==> src/rtl/booth_seq_mult.sv <==
// Iterative radix-2 Booth multiplier: one add/subtract per cycle over WIDTH+1
// cycles, valid/ready handshakes on both sides, per-operation signed/unsigned mode.
module booth_seq_mult #(
  parameter int WIDTH = 8
) (
  input  logic                 clk,
  input  logic                 rst,
  input  logic                 in_valid,
  output logic                 in_ready,
  input  logic [WIDTH-1:0]     a,
  input  logic [WIDTH-1:0]     b,
  input  logic                 signed_mode,
  output logic                 out_valid,
  input  logic                 out_ready,
  output logic [2*WIDTH-1:0]   product,
  output logic                 busy
);

  localparam int AW = WIDTH + 2;
  localparam int QW = WIDTH + 1;
  localparam int CW = $clog2(WIDTH + 2);

  typedef enum logic [1:0] {IDLE, RUN, DONE} state_t;

  state_t                state;
  logic signed [AW-1:0]  acc;
  logic signed [AW-1:0]  m_ext;
  logic [QW-1:0]         q;
  logic                  q_1;
  logic [CW-1:0]         count;

  logic signed [AW-1:0]  acc_sum;
  logic signed [AW-1:0]  acc_sh;
  logic [QW-1:0]         q_sh;
  logic                  q1_sh;

  // Multiplicand carries one extra guard bit beyond Q so M = most-negative
  // can be subtracted without overflowing the accumulator.
  function automatic logic [AW-1:0] ext_m(input logic [WIDTH-1:0] v, input logic s);
    return s ? {{2{v[WIDTH-1]}}, v} : {2'b00, v};
  endfunction

  function automatic logic [QW-1:0] ext_q(input logic [WIDTH-1:0] v, input logic s);
    return s ? {v[WIDTH-1], v} : {1'b0, v};
  endfunction

  always_comb begin
    acc_sum = acc;
    case ({q[0], q_1})
      2'b10:   acc_sum = acc - m_ext;
      2'b01:   acc_sum = acc + m_ext;
      default: acc_sum = acc;
    endcase
    acc_sh = {acc_sum[AW-1], acc_sum[AW-1:1]};
    q_sh   = {acc_sum[0], q[QW-1:1]};
    q1_sh  = q[0];
  end

  always_ff @(posedge clk) begin
    if (rst) begin
      state   <= IDLE;
      acc     <= '0;
      m_ext   <= '0;
      q       <= '0;
      q_1     <= 1'b0;
      count   <= '0;
      product <= '0;
    end else begin
      case (state)
        IDLE: begin
          if (in_valid) begin
            m_ext <= ext_m(a, signed_mode);
            q     <= ext_q(b, signed_mode);
            acc   <= '0;
            q_1   <= 1'b0;
            count <= CW'(WIDTH + 1);
            state <= RUN;
          end
        end
        RUN: begin
          acc   <= acc_sh;
          q     <= q_sh;
          q_1   <= q1_sh;
          count <= count - 1'b1;
          // Last iteration: capture the product so it is stable throughout DONE.
          if (count == CW'(1)) begin
            product <= {acc_sh[WIDTH-2:0], q_sh};
            state   <= DONE;
          end
        end
        DONE: begin
          if (out_ready) state <= IDLE;
        end
        default: state <= IDLE;
      endcase
    end
  end

  assign in_ready  = (state == IDLE);
  assign out_valid = (state == DONE);
  assign busy      = (state != IDLE);

endmodule
==> config.mk <==
export PLATFORM = sky130hd
export DESIGN_NAME = booth_seq_mult
export DESIGN_NICKNAME = d
export VERILOG_FILES = /design/src/rtl/booth_seq_mult.sv
export SDC_FILE = /design/constraint.sdc
export NUM_CORES = 1
export LEC_CHECK = 0
export CAP_MARGIN = 15
export CORE_MARGIN = 2
export CORE_UTILIZATION = 30
export DETAILED_ROUTE_END_ITERATION = 10
export PLACE_DENSITY_LB_ADDON = 0.08
export SLEW_MARGIN = 20
export SYNTH_ARGS = -nofsm -noshare
export SYNTH_HDL_FRONTEND = slang
export SYNTH_SLANG_ARGS = --single-unit
==> constraint.sdc <==
create_clock -name clk -period 6.4 [get_ports clk]
set_input_delay 1.92 -clock clk [delete_from_list [all_inputs] [get_ports clk]]
set_output_delay 1.92 -clock clk [all_outputs]
set_load 0.03 [all_outputs]
==> impl_metrics.env, run 1 <==
export IMPL_final_cell_mix="59 x nand2_1, 50 x dfxtp_1, 46 x a21oi_1"
export IMPL_regArea_sq_mm=0.00100
export IMPL_intPower_uw=488
export IMPL_cts_max_path_buffers=2
export IMPL_p_seq_share_pct=46.4
export IMPL_ant_nets=0
export IMPL_ys_ff_latch=50
export IMPL_arrival_ns=3.77
export IMPL_holdPathStages=2
export IMPL_worstPathCellList="clkdlybuf4s50_1, and2_1, nor2_1, a32oi_1, a21oi_1"
export IMPL_core_area_sq_mm=0.00872
export IMPL_path_max_fanout=20
export IMPL_synth_area_sq_mm=0.00270
export IMPL_ys_seq_area_share_pct=37.1
export IMPL_via_per_inst=5.05
export IMPL_synth_nets=368
export IMPL_cts_sinks=50
export IMPL_p_comb_share_pct=27.8
export IMPL_period_share_pct=56.5
export IMPL_max_cap_violations=0
export IMPL_crit_type="in -> reg"
export IMPL_core_rowCount=34
export IMPL_ff2ff_path_depth=10
export IMPL_totalPowerFinal_uw=745
export IMPL_syn2layout_area_growth_pct=19.3
export IMPL_cp_num_buf_inv=1
export IMPL_report_final_hold_viol_count=0
export IMPL_ir_worst_vdd_v=0.0000835
export IMPL_wl_per_cell_um=14.7
export IMPL_rsz0062_at_grt="no"
export IMPL_required_ns=6.55
export IMPL_final_common_cell="nand2_1"
export IMPL_ctsHoldBuffers=0
export IMPL_drt_first_iter_violations=151
export IMPL_globalplace_congestion=0.765
export IMPL_die_w_um=98.8
export IMPL_switching_share_pct=34.5
export IMPL_multi_input_area_sq_mm=0.00155
export IMPL_worst_path_largest_cell_delay_ns=0.61
export IMPL_async_reset_ff_share_pct=0
export IMPL_grt_overflow=0
export IMPL_final_nets=395
export IMPL_cts_max_level=2
export IMPL_synth_main_ff_cell="dfxtp_1"
export IMPL_grt_pass1_wl_um=11200
export IMPL_p_clk_share_pct=25.8
export IMPL_antenna_found_initial=0
export IMPL_grt_max_degree=53
export IMPL_endpoint_kind="register"
export IMPL_synthCells=333
export IMPL_io_pins=40
export IMPL_grt_total_usage_pct=14.2
export IMPL_hold_path_end="product[1]"
export IMPL_fin_util_pct=36.9
export IMPL_hold_class="reg -> reg"
export IMPL_fill_cells=924
export IMPL_setup_violations=0
export IMPL_portBuffers=39
export IMPL_insertion_delay_ns=0.31
export IMPL_drt_pass1_iter_count=4
export IMPL_die_area_sq_mm=0.00977
export IMPL_status="finished, final reports clean"
export IMPL_leakagePower_uw=0.00116
export IMPL_skew_ns=0.00911
export IMPL_num_vias=2367
export IMPL_final_setup_tns_ns=0
export IMPL_ff2ff_setup_slack_ns=3.78
export IMPL_drive_above_1_share_pct=6.93
export IMPL_drc_errors=0
export IMPL_slowest_stage="and2_1"
export IMPL_slew_viol_final=0
export IMPL_rr_endpoint="acc[5]"
export IMPL_holdWs_ns=0.459
export IMPL_place_area_sq_mm=0.00313
export IMPL_cts_resized=0
export IMPL_tritoncts="done"
export IMPL_fmax_ghz=0.276
export IMPL_min_from="product[1]"
export IMPL_cts_setup_buffers=0
export IMPL_crit_family="simple AND/OR/NAND/NOR gates"
export IMPL_start_util_pct=30.9
export IMPL_avgSynthCellArea_sq_um=8.10
export IMPL_yosysWarnings=0
export IMPL_dp_hpwl_um=4750
export IMPL_start_kind="input port"
export IMPL_stdcell_area_sq_mm=0.00322
export IMPL_wl_um=6910
export IMPL_reg2reg_from="q[0]"
export IMPL_maxSlewHeadroom_pct=31.4
export IMPL_period_minus_slack_ns=3.62
export IMPL_power_density_mw_per_mm2=231
export IMPL_first_global_vias=2243
export IMPL_synth_cell_type_count=53
export IMPL_root_buffer="clkbuf_8"
export IMPL_cts_buffers=5
export IMPL_tightest_slew_ns=1.03
export IMPL_switching_power_uw=257
export IMPL_die_h_um=98.8
export IMPL_n_antenna_cell=0
export IMPL_synth_edf_count=0
export IMPL_cts_reportedPaths_clkPinSlew_ns=0.10
[kinds of logic (layout without fill, tap and decap cells)]
group	Yosys count	count (layout)	share of synthesized area [%]
buf+inv	33	61	5.38
simple gates	122	122	21.2
fa+ha+maj	14	14	6.77
xor+xnor	11	11	3.57
compound gates	99	99	24.4
mux	4	4	1.58
flops	50	50	37.1
[state kept, by name, indices dropped and copies added, names as in the netlist]
name     cells
acc          9
count        4
m_ext        9
product     16
q            9
q_1          1
state        2
[worst register-to-register path, delay by kind of cell, from the launching register on]
kind            cells  cell delay [ns]
compound gates      3             0.58
fa+ha+maj           2             0.65
buf+inv             2             0.14
flops               1             0.33
mux                 2             0.78
simple gates        1             0.06
[per-stage QoR]
stage	std cells	worst slack, ns
6_report	469	2.78
5_1_grt	469	2.60
4_1_cts	469	2.75
3_5_place_dp	461	2.42
3_3_place_gp	461	2.47
2_1_floorplan	333	3.37
[synthesized netlist by cell type (7+ instances only)]
cell type,number,area [sq um]
a211oi_1,7,52.6
a22oi_1,9,67.6
nand3_1,8,40.0
inv_1,12,45.0
nor2_1,23,86.3
nor3_1,8,40.0
dfxtp_1,50,1000
buf_2,7,35.0
xor2_1,9,78.8
ha_1,13,163
a21oi_1,46,230
clkbuf_1,8,30.0
nand2_1,59,221
[how the worst max path moves through the flow]
stage                        start  endpoint  slack [ns]  depth (start not counted)
after floorplan           state[1]      busy        3.37                          2
after global placement    in_valid    acc[4]        2.47                          5
after detailed placement  in_valid    acc[4]        2.42                          5
after CTS                 in_valid    acc[4]        2.75                          5
after global routing      in_valid      q[0]        2.60                          5
final                     in_valid    acc[4]        2.78                          5
[layer usage]
metal  vias to the layer above  share of wire, %  global-route usage [%]  wire length, um
met1                      1081                51                    20.7             3560
met2                        48                43                    21.7             2940
met5                         -                 0                       0                0
li1                       1231                 -                       -                -
met3                         7               4.7                    2.70              328
met4                         0               1.2                    3.48               85
[power groups by stage]
stage	Combinational [uW]	Clock [uW]	Sequential, uW
after detailed placement	208	0	353
after CTS	209	202	345
final	207	192	345
after global placement	206	0	353
after global routing	232	210	349
after floorplan	151	0	354
[final cells by class]
type | instances | area share, %
clock buffer | 5 | 2.14
clock inverter | 3 | 0.661
inverter | 13 | 1.52
multi-input combinational | 250 | 48.2
sequential | 50 | 31.1
tap | 108 | 4.20
timing repair buffer | 40 | 12.2
Note: power is estimated with default switching activity, not from simulation.
==> inputs of run 2 (changes only) <==
clock period = 2.9 ns   (was 6.4 ns; I/O delays follow)
==> impl_metrics.env, run 2 (same netlist as run 1, synthesis figures left out) <==
export IMPL_die_w_um=98.8
export IMPL_rsz0062_at_grt="no"
export IMPL_tightest_slew_ns=0.659
export IMPL_reg2reg_from="q[0]"
export IMPL_cts_resized=0
export IMPL_insertion_delay_ns=0.30
export IMPL_holdPathStages=2
export IMPL_ff2ff_path_depth=10
export IMPL_cts_reportedPaths_clkPinSlew_ns=0.10
export IMPL_cts_setup_buffers=0
export IMPL_syn2layout_area_growth_pct=24.0
export IMPL_path_max_fanout=12
export IMPL_leakagePower_uw=0.00123
export IMPL_grt_overflow=0
export IMPL_maxSlewHeadroom_pct=56.0
export IMPL_grt_pass1_wl_um=11600
export IMPL_start_kind="register"
export IMPL_final_cell_mix="59 x nand2_1, 50 x dfxtp_1, 46 x a21oi_1"
export IMPL_required_ns=3.13
export IMPL_cts_max_path_buffers=2
export IMPL_cts_sinks=50
export IMPL_drive_above_1_share_pct=8.94
export IMPL_num_vias=2405
export IMPL_drc_errors=0
export IMPL_skew_ns=0.00981
export IMPL_period_share_pct=87.7
export IMPL_first_global_vias=2342
export IMPL_fmax_ghz=0.393
export IMPL_ant_nets=0
export IMPL_globalplace_congestion=0.811
export IMPL_max_cap_violations=0
export IMPL_die_h_um=98.8
export IMPL_io_pins=40
export IMPL_core_rowCount=34
export IMPL_n_antenna_cell=0
export IMPL_min_from="product[2]"
export IMPL_cts_max_level=2
export IMPL_portBuffers=39
export IMPL_slew_viol_final=0
export IMPL_final_common_cell="nand2_1"
export IMPL_power_density_mw_per_mm2=554
export IMPL_worstPathCellList="inv_1, ha_1, mux2_2, inv_1, fa_1, nor2b_4, o31a_4, o21ai_2, mux2_2, o22ai_1"
export IMPL_arrival_ns=2.78
export IMPL_largest_reg_flops=16
export IMPL_slowest_stage="mux2_2"
export IMPL_via_per_inst=5.04
export IMPL_grt_max_degree=30
export IMPL_root_buffer="clkbuf_8"
export IMPL_wl_per_cell_um=14.6
export IMPL_start_util_pct=30.9
export IMPL_cts_buffers=5
export IMPL_dp_slack_ns=0.392
export IMPL_die_area_sq_mm=0.00977
export IMPL_worst_path_largest_cell_delay_ns=0.40
export IMPL_antenna_found_initial=0
export IMPL_report_final_hold_viol_count=0
export IMPL_ir_worst_vdd_v=0.000174
export IMPL_regMostFlops="product"
export IMPL_final_nets=403
export IMPL_setup_slack_ns=0.357
export IMPL_ctsHoldBuffers=0
export IMPL_totalPowerFinal_uw=1850
export IMPL_core_area_sq_mm=0.00872
export IMPL_wl_um=6960
export IMPL_final_setup_tns_ns=0
export IMPL_grt_total_usage_pct=14.7
export IMPL_setup_violations=0
export IMPL_tritoncts="done"
export IMPL_drt_first_iter_violations=124
export IMPL_crit_type="reg -> reg"
export IMPL_cp_startpoint="q[0]"
export IMPL_period_minus_slack_ns=2.54
export IMPL_endpoint_kind="register"
export IMPL_drt_pass1_iter_count=4
export IMPL_status="finished, final reports clean"
export IMPL_holdWs_ns=0.458
export IMPL_hold_class="reg -> reg"
export IMPL_dp_hpwl_um=5130
-- run 2: changes by cell type in the layout (fill, tap and decap cells not counted), sizes merged --
| cell | before | now |
|---|---|---|
| clkinv | 3 | 1 |
| clkinvlp | 1 | 0 |
| buf | 2 | 10 |
| bufinv | 0 | 2 |
| clkbuf | 5 | 6 |
-- run 2: cell type report --
class	instances	area, sq um
Clock buffer	6	82.6
Inverter	13	48.8
Multi-Input combinational cell	250	1550
Timing Repair Buffer	48	465
Fill cell	900	5380
Clock inverter	2	60.1
Sequential cell	50	1000
Tap cell	108	135
-- run 2: path summary, 6_finish.rpt --
| check | to | slack [ns] |
|---|---|---|
| setup / recovery | acc[5] | 0.36 |
| hold / removal | product[2] | 0.46 |
| setup reg to reg | acc[5] | 0.36 |
| hold reg to reg | product[2] | 0.46 |
-- run 2: metal layers --
metal / part of all wire, % / track usage (%) / vias up / wire, um
met3: 3.5 / 2.70 / 4 / 242
met4: 0.57 / 3.06 / 0 / 40
met1: 51 / 20.6 / 1114 / 3550
li1: - / - / 1243 / -
met5: 0 / 0 / - / 0
met2: 45 / 23.7 / 44 / 3130
-- run 2: through the flow --
step | util (%) | cells | instance area (sq um)
final | 38.4 | 477 | 3340
after global routing | 38.4 | 477 | 3340
after CTS | 38.4 | 477 | 3340
after detailed placement | 36.7 | 469 | 3200
after global placement | 36.7 | 469 | 3200
after floorplan | - | 333 | 2700
-- run 2: power breakdown --
| part | switching, uW | internal [uW] |
|---|---|---|
| clock network | 243 | 368 |
| logic | 283 | 196 |
| registers | 35.9 | 726 |
| total | 563 | 1290 |
-- run 2: critical path, delay by kind of cell, from the launching register on --
| kind | cells | cell delay, ns |
|---|---|---|
| simple gates | 1 | 0.06 |
| flops | 1 | 0.33 |
| mux | 2 | 0.76 |
| compound gates | 3 | 0.58 |
| buf+inv | 2 | 0.14 |
| fa+ha+maj | 2 | 0.62 |
